## src/rtl/proc_pkg.sv

```systemverilog
// rtl/proc_pkg.sv - shared types and instruction field positions for the 10-bit processor
package proc_pkg;

  localparam int W       = 10;
  localparam int NREG    = 8;
  localparam int OPC_MSB = 9;
  localparam int OPC_LSB = 6;
  localparam int RX_LSB  = 3;
  localparam int RY_LSB  = 0;

  typedef enum logic [3:0] {
    OP_MV  = 4'd0,
    OP_MVI = 4'd1,
    OP_ADD = 4'd2,
    OP_SUB = 4'd3,
    OP_AND = 4'd4,
    OP_OR  = 4'd5
  } opcode_e;

  typedef enum logic [1:0] {
    T0 = 2'd0,
    T1 = 2'd1,
    T2 = 2'd2,
    T3 = 2'd3
  } step_e;

  typedef enum logic [2:0] {
    ALU_ADD = 3'd0,
    ALU_SUB = 3'd1,
    ALU_AND = 3'd2,
    ALU_OR  = 3'd3
  } alu_op_e;

  function automatic logic [2:0] rx_of(input logic [W-1:0] ir);
    return ir[RX_LSB+2:RX_LSB];
  endfunction

  function automatic logic [2:0] ry_of(input logic [W-1:0] ir);
    return ir[RY_LSB+2:RY_LSB];
  endfunction

  function automatic logic [3:0] opc_of(input logic [W-1:0] ir);
    return ir[OPC_MSB:OPC_LSB];
  endfunction

endpackage

```

## src/rtl/proc_control_fsm_if.sv

```systemverilog
// rtl/proc_control_fsm_if.sv - sequencer/datapath control bundle; ERR present only with ILLEGAL_TRAP_EN
interface proc_control_fsm_if;
  import proc_pkg::*;

  logic            RUN;
  logic [W-1:0]    DIN;
  logic            IR_IN;
  logic [NREG-1:0] R_IN;
  logic [NREG-1:0] R_OUT;
  logic            A_IN;
  logic            G_IN;
  logic            G_OUT;
  logic            DIN_OUT;
  logic [2:0]      ALU_OP;
  logic            DONE;
  logic [1:0]      STEP;
`ifdef ILLEGAL_TRAP_EN
  logic            ERR;
`endif

  modport master (
`ifdef ILLEGAL_TRAP_EN
    output ERR,
`endif
    input  RUN, DIN,
    output IR_IN, R_IN, R_OUT, A_IN, G_IN, G_OUT, DIN_OUT, ALU_OP, DONE, STEP
  );

  modport slave (
`ifdef ILLEGAL_TRAP_EN
    input  ERR,
`endif
    output RUN, DIN,
    input  IR_IN, R_IN, R_OUT, A_IN, G_IN, G_OUT, DIN_OUT, ALU_OP, DONE, STEP
  );

endinterface

```

## src/rtl/dec3to8.sv

```systemverilog
// rtl/dec3to8.sv - 3-to-8 one-hot decoder with enable for register selects
module dec3to8 (
  input  logic [2:0] sel,
  input  logic       en,
  output logic [7:0] y
);

  // One-hot of sel when enabled, otherwise all zero
  always_comb begin
    y = 8'h00;
    if (en) y = 8'h01 << sel;
  end

endmodule

```

## src/rtl/proc_control_fsm.sv

```systemverilog
// rtl/proc_control_fsm.sv - T0..T3 control sequencer; ILLEGAL_TRAP_EN turns undefined opcodes into a sticky halt
module proc_control_fsm
  import proc_pkg::*;
(
  input  logic               CLKb,
  input  logic               RST,
  proc_control_fsm_if.master ctl
);

  step_e        step_q, step_d;
  logic [W-1:0] ir_q, ir_d;
`ifdef ILLEGAL_TRAP_EN
  logic         halt_q, halt_d;
`endif

  logic         rin_en, rout_en;
  logic [2:0]   rin_sel, rout_sel;
  opcode_e      opc;

  assign opc = opcode_e'(opc_of(ir_q));

  // State and instruction register; the datapath shares this negedge
  always_ff @(negedge CLKb) begin
    if (RST) begin
      step_q <= T0;
      ir_q   <= '0;
`ifdef ILLEGAL_TRAP_EN
      halt_q <= 1'b0;
`endif
    end else begin
      step_q <= step_d;
      ir_q   <= ir_d;
`ifdef ILLEGAL_TRAP_EN
      halt_q <= halt_d;
`endif
    end
  end

  // Next state and enables; everything stays 0 while RST is high
  always_comb begin
    step_d      = step_q;
    ir_d        = ir_q;
`ifdef ILLEGAL_TRAP_EN
    halt_d      = halt_q;
`endif
    rin_en      = 1'b0;
    rin_sel     = 3'd0;
    rout_en     = 1'b0;
    rout_sel    = 3'd0;
    ctl.IR_IN   = 1'b0;
    ctl.A_IN    = 1'b0;
    ctl.G_IN    = 1'b0;
    ctl.G_OUT   = 1'b0;
    ctl.DIN_OUT = 1'b0;
    ctl.ALU_OP  = 3'd0;
    ctl.DONE    = 1'b0;

    if (!RST) begin
      case (step_q)
        T0: begin
          ctl.IR_IN = ctl.RUN;
          if (ctl.RUN) begin
            ir_d   = ctl.DIN;
            step_d = T1;
          end
        end
        T1: begin
`ifdef ILLEGAL_TRAP_EN
          if (halt_q) begin
            step_d = T1;
          end else
`endif
          case (opc)
            OP_MV: begin
              rout_en  = 1'b1;
              rout_sel = ry_of(ir_q);
              rin_en   = 1'b1;
              rin_sel  = rx_of(ir_q);
              ctl.DONE = 1'b1;
              step_d   = T0;
            end
            OP_MVI: begin
              ctl.DIN_OUT = 1'b1;
              rin_en      = 1'b1;
              rin_sel     = rx_of(ir_q);
              ctl.DONE    = 1'b1;
              step_d      = T0;
            end
            OP_ADD, OP_SUB, OP_AND, OP_OR: begin
              rout_en  = 1'b1;
              rout_sel = rx_of(ir_q);
              ctl.A_IN = 1'b1;
              step_d   = T2;
            end
            default: begin
`ifdef ILLEGAL_TRAP_EN
              halt_d   = 1'b1;
              step_d   = T1;
`else
              ctl.DONE = 1'b1;
              step_d   = T0;
`endif
            end
          endcase
        end
        T2: begin
          rout_en  = 1'b1;
          rout_sel = ry_of(ir_q);
          ctl.G_IN = 1'b1;
          case (opc)
            OP_SUB:  ctl.ALU_OP = ALU_SUB;
            OP_AND:  ctl.ALU_OP = ALU_AND;
            OP_OR:   ctl.ALU_OP = ALU_OR;
            default: ctl.ALU_OP = ALU_ADD;
          endcase
          step_d = T3;
        end
        default: begin
          ctl.G_OUT = 1'b1;
          rin_en    = 1'b1;
          rin_sel   = rx_of(ir_q);
          ctl.DONE  = 1'b1;
          step_d    = T0;
        end
      endcase
    end
  end

  assign ctl.STEP = RST ? T0 : step_q;
`ifdef ILLEGAL_TRAP_EN
  assign ctl.ERR  = halt_q & ~RST;
`endif

  dec3to8 u_rin_dec (
    .sel (rin_sel),
    .en  (rin_en),
    .y   (ctl.R_IN)
  );

  dec3to8 u_rout_dec (
    .sel (rout_sel),
    .en  (rout_en),
    .y   (ctl.R_OUT)
  );

endmodule

```

## src/flat_wrapper.sv

```systemverilog
// flat-port wrapper written by rule: the top's interface ports become plain ports
module proc_control_fsm_flat import proc_pkg::*;
  (CLKb, RST, ctl_RUN, ctl_DIN, ctl_IR_IN, ctl_R_IN, ctl_R_OUT, ctl_A_IN, ctl_G_IN, ctl_G_OUT, ctl_DIN_OUT, ctl_ALU_OP, ctl_DONE, ctl_STEP);
  proc_control_fsm_if ctl_i ();
  input  logic CLKb;
  input  logic RST;
  input wire logic [$bits(ctl_i.RUN)-1:0] ctl_RUN;
  input wire logic [$bits(ctl_i.DIN)-1:0] ctl_DIN;
  output wire logic [$bits(ctl_i.IR_IN)-1:0] ctl_IR_IN;
  output wire logic [$bits(ctl_i.R_IN)-1:0] ctl_R_IN;
  output wire logic [$bits(ctl_i.R_OUT)-1:0] ctl_R_OUT;
  output wire logic [$bits(ctl_i.A_IN)-1:0] ctl_A_IN;
  output wire logic [$bits(ctl_i.G_IN)-1:0] ctl_G_IN;
  output wire logic [$bits(ctl_i.G_OUT)-1:0] ctl_G_OUT;
  output wire logic [$bits(ctl_i.DIN_OUT)-1:0] ctl_DIN_OUT;
  output wire logic [$bits(ctl_i.ALU_OP)-1:0] ctl_ALU_OP;
  output wire logic [$bits(ctl_i.DONE)-1:0] ctl_DONE;
  output wire logic [$bits(ctl_i.STEP)-1:0] ctl_STEP;
  assign ctl_i.RUN = ctl_RUN;
  assign ctl_i.DIN = ctl_DIN;
  assign ctl_IR_IN = ctl_i.IR_IN;
  assign ctl_R_IN = ctl_i.R_IN;
  assign ctl_R_OUT = ctl_i.R_OUT;
  assign ctl_A_IN = ctl_i.A_IN;
  assign ctl_G_IN = ctl_i.G_IN;
  assign ctl_G_OUT = ctl_i.G_OUT;
  assign ctl_DIN_OUT = ctl_i.DIN_OUT;
  assign ctl_ALU_OP = ctl_i.ALU_OP;
  assign ctl_DONE = ctl_i.DONE;
  assign ctl_STEP = ctl_i.STEP;
  proc_control_fsm u_core (.CLKb(CLKb), .RST(RST), .ctl(ctl_i));
endmodule
```

## config.mk

```make
export PLATFORM = sky130hd
export DESIGN_NAME = proc_control_fsm_flat
export DESIGN_NICKNAME = d
export VERILOG_FILES = /design/src/rtl/proc_pkg.sv /design/src/rtl/proc_control_fsm_if.sv /design/src/rtl/dec3to8.sv /design/src/rtl/proc_control_fsm.sv /design/src/flat_wrapper.sv
export SDC_FILE = /design/constraint.sdc
export NUM_CORES = 1
export LEC_CHECK = 0
export CAP_MARGIN = 5
export CORE_AREA = 2 2 54 56
export CTS_BUF_LIST = sky130_fd_sc_hd__clkbuf_8
export CTS_CLUSTER_SIZE = 14
export DETAILED_ROUTE_END_ITERATION = 8
export DIE_AREA = 0 0 56 58
export GPL_TIMING_DRIVEN = 0
export PLACE_DENSITY_LB_ADDON = 0.2
export SETUP_SLACK_MARGIN = 0.05
export SYNTH_ARGS = -nofsm -noshare
export SYNTH_HDL_FRONTEND = slang
export SYNTH_SLANG_ARGS = --single-unit
```

## constraint.sdc

```tcl
create_clock -name CLKb -period 2.3 [get_ports CLKb]
set_clock_uncertainty 0.05 [all_clocks]
set_input_delay 0.23 -clock CLKb [delete_from_list [all_inputs] [get_ports CLKb]]
set_output_delay 0.23 -clock CLKb [all_outputs]
set_load 0.005 [all_outputs]
```

Yosys cells after proc, flatten, opt, wreduce, memory -nomap -nowiden
Cells that the tools add are included.
Widths: inputs -> output; s select.
{"block": "classes", "n_eq_ne": 8, "shifts": 2, "muxes": 36, "n_reduce_logical": 8}
{"cell": "$mux 1", "count": 18}
{"cell": "$pmux 3 s2", "count": 3}
{"cell": "$mux 8", "count": 2}
{"cell": "$shl 1x3->8 const A", "count": 2}
{"cell": "$mux 3", "count": 5}
{"cell": "$pmux 2 s3", "count": 2}
{"cell": "$eq 4x2->1 const B", "count": 2}
{"cell": "$eq 4x3->1 const B", "count": 2}
{"cell": "$mux 2", "count": 3}
{"cell": "$pmux 1 s2", "count": 3}
{"cell": "$reduce_or 5->1", "count": 1}
{"cell": "$eq 4x1->1 const B", "count": 1}
{"cell": "$logic_not 4->1", "count": 1}
{"cell": "$reduce_or 2->1", "count": 2}
{"cell": "$reduce_or 4->1", "count": 1}
{"cell": "$reduce_or 3->1", "count": 1}
{"cell": "$eq 2x1->1 const B", "count": 1}
{"cell": "$eq 2x2->1 const B", "count": 1}
{"cell": "$logic_not 2->1", "count": 1}
{"cell": "$ne 2x2->1 const B", "count": 1}
{"cell": "$reduce_and 2->1", "count": 1}
{"block": "totals", "register_bits": 12, "in_bits": 13, "out_inout_bits": 27, "word_cells": 56}

Longest topological paths before layout
Gate-level depths: netlist of run 1.
{"block": "depth", "word_depth": 7, "mapped_depth": 7, "depth_no_buf": 6}

Hierarchy
From an unflattened synthesis of run 1, not the netlist that was laid out.
{"block": "unflattened", "cells_unflattened": 114, "hier_area_um2": 932.1}
{"mod": "proc_control_fsm", "instances": 1, "cells_per_inst": 98, "area_each_um2": 742.0, "seq_area_each_um2": 240.2}
{"mod": "dec3to8", "instances": 2, "cells_per_inst": 8, "area_each_um2": 95.1, "seq_area_each_um2": 0.0}

==> out/metrics.yaml, run 1 <==
drt_iter0_markers: 60
port_buffers: 38
io_pins: 40
setup_viol: 26
endpoint_kind: "output port"
cts.htree.levels: 1
vdd.ir_drop.worst_uv: 522.2
antenna_found_initial: 0
yosysSeqAreaShare_pct: 23.70
postRouteAntennaNets: 0
drc: 0
start_util_pct: 38.06
overflow: 0
postLayoutSetupSlackWorst_ns: -1.206
antenna-diode-count: 0
layout_common_cells: "24 x nand2_1, 23 x buf_2, 16 x nor2_1, 15 x buf_4"
min_path_type: "flop to flop"
grtUsageTotal_pct: 23.23
core_area_um2: 2663
viasPerCell: 5.617
finalHoldViolations: 0
drt_pre_antenna_iters: 4
grt_pass1_vias: 1366
postSynthAreaPerCell_um2: 6.848
maxSlewViolCount: 0
synth_area_um2: 1013
violations: "negative setup slack"
cts_root_buf: "clkbuf_8"
clock_sinks: 12
wl_per_cell_um: 15.50
rsz0062_at_grt: "true"
ys.flop_type: "dfxtp_1"
synth_edf_count: 0
die_h_um: 58
ys_ff_latch: 12
pwr-share-clk_pct: 35.0
grt_pass1_wl_um: 5996
grt_max_degree: 11
clk_latency_ns: 0.31
pwr-share-comb_pct: 33.7
async_flop_share_pct: 0
status: "finished, violations left"
crit_required_ns: 2.02
p_switching_mw: 0.2887
post_synth_num_cell_types: 40
leakagePower_nw: 0.8059
cts_tree: "built"
power.density_nw_per_um2: 428.1
place_congestion: 0.9146
p_int_mw: 0.5008
critPathArrivalTime_ns: 3.23
cp-start-kind: "flop"
drv_cap: 0
crit_type: "flop to output port"
die-area_um2: 3248
drt_wl_total_um: 3921
path_clk_slew_ns: 0.03
drive_above_1_share_pct: 43.24
layout_commonest_cell: "nand2_1"
fp.dieW_um: 56
power_frac_seq_pct: 31.3
routed-via-count: 1421
fin_nets: 242
switching_share_pct: 36.57
numCtsBuffers: 3
ys_warn_count: 0
cts_max_path_buffers: 2
total_power_mw: 0.7895
finalSetupTns_ns: -25.79
place_hpwl_um: 2367
areaGrowthSynthToFinish_pct: 81.98
critPathMaxFanout: 5
syn_nets: 166
row_count: 19
syn_inst: 148
final timing paths:
| path | start | end | slack (ns) | depth (start not counted) |
|---|---|---|---|---|
| min reg2reg | u_core.ir_q[6]$_SDFFE_NP0P_ | u_core.ir_q[6]$_SDFFE_NP0P_ | 0.47 | 2 |
| min | u_core.ir_q[6]$_SDFFE_NP0P_ | u_core.ir_q[6]$_SDFFE_NP0P_ | 0.47 | 2 |
| max reg2reg | u_core.step_q[0]$_SDFFE_NP0P_ | u_core.step_q[1]$_SDFFE_NP0P_ | 0.66 | 7 |
| max | u_core.step_q[0]$_SDFFE_NP0P_ | ctl_R_IN[3] | -1.21 | 8 |
flip-flops by register name (all words and copies together) (netlist names):
signal / count
u_core.ir_q: 10
u_core.step_q: 2
metrics by stage:
| stage | hold WS [ns] | worst slack, ns | cells | instance area (um2) | utilization, % |
|---|---|---|---|---|---|
| 2_1_floorplan | 0.4187 | -0.7460 | 148 | 1114 | - |
| 3_3_place_gp | 0.4580 | -1.309 | 217 | 1533 | 57.57 |
| 3_5_place_dp | 0.4581 | -1.316 | 217 | 1533 | 57.57 |
| 4_1_cts | 0.4620 | -1.202 | 248 | 1765 | 66.31 |
| 5_1_grt | 0.4949 | -1.291 | 253 | 1844 | 69.27 |
| 6_report | 0.4695 | -1.206 | 253 | 1844 | 69.27 |
metal layers:
metal / part of all wire [%] / GRT usage [%]
met5: 0 / 0
met4: 2.8 / 13.95
met3: 7.0 / 4.018
met2: 53 / 43.53
met1: 37 / 24.21
power groups by stage:
stage	clock network (mW)	logic, mW	registers, mW
final	0.276	0.266	0.247
after global routing	0.308	0.285	0.248
after CTS	0.281	0.240	0.243
after detailed placement	0.0346	0.196	0.246
after global placement	0.0346	0.189	0.245
after floorplan	0.0346	0.130	0.240
Yosys cell counts (2+ instances only):
cell type	number	area, um2
nor2_1	23	86.33
a22oi_1	2	15.01
a211oi_1	2	15.01
or3_1	2	12.51
ha_1	5	62.56
o22ai_1	2	12.51
nand2_1	26	97.59
nand2b_1	5	31.28
dfxtp_1	12	240.2
nor2b_1	6	37.54
inv_1	5	18.77
clkbuf_1	6	22.52
o21ai_0	4	20.02
a21oi_1	16	80.08
a311oi_1	2	17.52
nor3_1	6	30.03
critical path: stages, from the launching register on:
cell and delay (ns):
dfxtp_4 0.37, buf_12 0.11, ha_4 0.14, or4b_4 0.51, a21oi_4 0.20, nand2b_1 0.09, buf_4 0.14, nor2_1 0.07
buf_2 0.12
cell type report:
class	count	area, um2
well taps	31	38.79
plain buffers	7	63.81
inverters	4	22.52
flip-flops and latches	12	247.7
clock buffers	3	41.29
multi-input cells	122	890.9
repair buffers	62	494.2
fillers	224	818.3
clock inverters	12	45.04
cells by family (layout without fill, tap and decap cells):
kind of cell | Yosys count | in the layout | share of synthesized area [%]
AOI/OAI and AO/OA | 35 | 35 | 23.09
xor gates and xnor gates | 2 | 2 | 1.729
and+or+nand+nor | 79 | 79 | 38.52
DFF | 12 | 12 | 23.70
adders and majority gates | 5 | 5 | 6.173
buffers and inverters | 14 | 88 | 6.420
other | 1 | 1 | 0.3700
what timing repair did:
| item | in CTS | in global routing |
|---|---|---|
| pin swaps | 17 | 7 |
| hold buffers | 0 | 0 |
| gates resized for setup | 115 | 16 |
| endpoints found under the setup margin | 38 | 26 |
| setup buffers | 17 | 7 |
| gates cloned | 1 | 0 |
(Power assumes the default switching activity.)
==> run 2, diff against run 1 <==
--- a/config.mk
+++ b/config.mk
@@ -6,11 +6,11 @@
 export NUM_CORES = 1
 export LEC_CHECK = 0
 export CAP_MARGIN = 5
-export CORE_AREA = 2 2 54 56
+export CORE_AREA = 2 2 46 65
 export CTS_BUF_LIST = sky130_fd_sc_hd__clkbuf_8
-export CTS_CLUSTER_SIZE = 14
+export CTS_CLUSTER_SIZE = 28
 export DETAILED_ROUTE_END_ITERATION = 8
-export DIE_AREA = 0 0 56 58
+export DIE_AREA = 0 0 48 67
 export GPL_TIMING_DRIVEN = 0
 export PLACE_DENSITY_LB_ADDON = 0.2
 export SETUP_SLACK_MARGIN = 0.05
==> out/metrics.yaml, run 2 (synthesized netlist as in run 1, its figures left out) <==
status: "finished, violations left"  # unchanged
violations: "negative setup slack"  # unchanged
drive_above_1_share_pct: 51.93  # was 43.24%
largestRegisters: "u_core.ir_q x10, u_core.step_q x2"  # unchanged
maxSlewViolCount: 0  # unchanged
setup_viol: 26  # unchanged
leakagePower_nw: 0.8907  # was 0.8059 nW
path_clk_slew_ns: 0.03  # about the same
drt_wl_total_um: 4445  # was 3921 um
postRouteAntennaNets: 0  # unchanged
layout_common_cells: "24 x nand2_1, 24 x buf_2, 19 x buf_6, 19 x buf_4, 14 x inv_1"  # was 24 x nand2_1, 23 x buf_2, 16 x nor2_1, 15 x buf_4
hold-worst-slack_ns: 0.4906  # was 0.4695 ns
core_area_um2: 2615  # was 2663 um2
rsz0062_at_grt: "true"  # unchanged
cts_max_path_buffers: 2  # unchanged
clk_latency_ns: 0.31  # about the same
start_util_pct: 38.76  # was 38.06%
endpoint_kind: "output port"  # unchanged
row_count: 22  # was 19
fp.dieW_um: 48  # was 56 um
cp-start-kind: "flop"  # unchanged
viasPerCell: 5.472  # was 5.617
postLayoutSetupSlackWorst_ns: -1.242  # was -1.206 ns
cts_tree: "built"  # unchanged
vdd.ir_drop.worst_uv: 396.2  # was 522.2 uV
min_path_type: "flop to flop"  # unchanged
hp-start: "u_core.ir_q[2]$_SDFFE_NP0P_"  # was u_core.ir_q[6]$_SDFFE_NP0P_
grtUsageTotal_pct: 27.44  # was 23.23%
drt_iter0_markers: 62  # was 60
regMostFlops: "u_core.ir_q"  # unchanged
final_cell_area_um2: 2057  # was 1844 um2
finalHoldViolations: 0  # unchanged
postCtsHoldBufs: 0  # unchanged
io_pins: 40  # unchanged
grt_pass1_vias: 1475  # was 1,366
drc: 0  # unchanged
final_cells: 269  # was 253
cts_root_buf: "clkbuf_8"  # unchanged
placed_area_um2: 1539  # was 1533 um2
overflow: 0  # unchanged
finalSetupTns_ns: -25.17  # was -25.79 ns
critPathArrivalTime_ns: 3.26  # was 3.23 ns
dpl_worst_slack_ns: -1.325  # was -1.316 ns
antenna_found_initial: 0  # unchanged
grt_max_degree: 11  # unchanged
cts.htree.levels: 1  # unchanged
die_h_um: 67  # was 58 um
clock_sinks: 12  # unchanged
n_fill_cell: 159  # was 224
areaGrowthSynthToFinish_pct: 103.0  # was 81.98%
place_congestion: 0.9154  # was 0.9146
fin_nets: 252  # was 242
grt_pass1_wl_um: 6389  # was 5996 um
numCtsBuffers: 3  # unchanged
place_hpwl_um: 2392  # was 2367 um
routed-via-count: 1472  # was 1,421
drv_cap: 0  # unchanged
placed_cells: 222  # was 217
critPathMaxFanout: 6  # was 5
cp-startpoint: "u_core.step_q[0]$_SDFFE_NP0P_"  # unchanged
power.density_nw_per_um2: 411.8  # was 428.1 nW/um2
die-area_um2: 3216  # was 3248 um2
port_buffers: 38  # unchanged
reg2reg_from: "u_core.step_q[1]$_SDFFE_NP0P_"  # was u_core.step_q[0]$_SDFFE_NP0P_
wl_per_cell_um: 16.52  # was 15.50 um
crit_required_ns: 2.02  # about the same
largest_reg_flops: 10  # unchanged
drt_pre_antenna_iters: 4  # unchanged
crit_type: "flop to output port"  # unchanged
antenna-diode-count: 0  # unchanged
run 2: area by class of cell:
class	count	area, um2	area share [%]
Tap cell	36	45.04	2.190
Timing Repair Buffer	73	585.6	28.47
Clock buffer	3	41.29	2.007
Clock inverter	13	50.05	2.433
Inverter	4	22.52	1.095
Sequential cell	12	247.7	12.04
Buffer	6	51.30	2.494
Multi-Input combinational cell	122	1013	49.27
run 2: where the power goes:
group	internal, mW	leakage, nW	switching [mW]
Sequential	0.223	0.100	0.0267
Combinational	0.152	0.705	0.157
Clock	0.147	0.0856	0.141
run 2: what timing repair did:
action	in CTS	in global routing
hold endpoints to repair	0	0
endpoints found under the setup margin	38	26
setup buffers	26	11
pin swaps	20	19
gates cloned	0	0
gates resized for setup	141	30
run 2: per-layer routing:
layer  global-route usage (%)  up-vias  share of wire [%]
met5                        0        -                  0
met4                    16.55        0                4.4
met3                    5.962       21                6.1
met2                    48.50       82                 53
met1                    27.02      682                 36
li1                         -      687                  -
run 2: stage by stage:
stage / total power, mW / util, %
floorplan: 0.4044 / -
global placement: 0.4688 / 58.85
detailed placement: 0.4761 / 58.85
CTS: 0.7974 / 74.07
global route: 0.9124 / 78.66
finish: 0.8470 / 78.66
run 2: path summary, 6_finish.rpt:
check,end,slack (ns),cells after the start
worst max-delay path,ctl_R_OUT[1],-1.24,11
worst min-delay path,u_core.ir_q[2]$_SDFFE_NP0P_,0.49,2
worst max register to register,u_core.step_q[1]$_SDFFE_NP0P_,0.50,8
worst min register to register,u_core.ir_q[2]$_SDFFE_NP0P_,0.49,2
run 2: critical path, cell delays in order, from the launching register on:
cell     delay, ns
dfxtp_4       0.39
inv_6         0.05
ha_4          0.16
buf_8         0.12
buf_4         0.13
buf_6         0.12
a21o_1        0.21
a22oi_2       0.24
buf_4         0.14
buf_4         0.10
nor2_2        0.03
buf_2         0.11
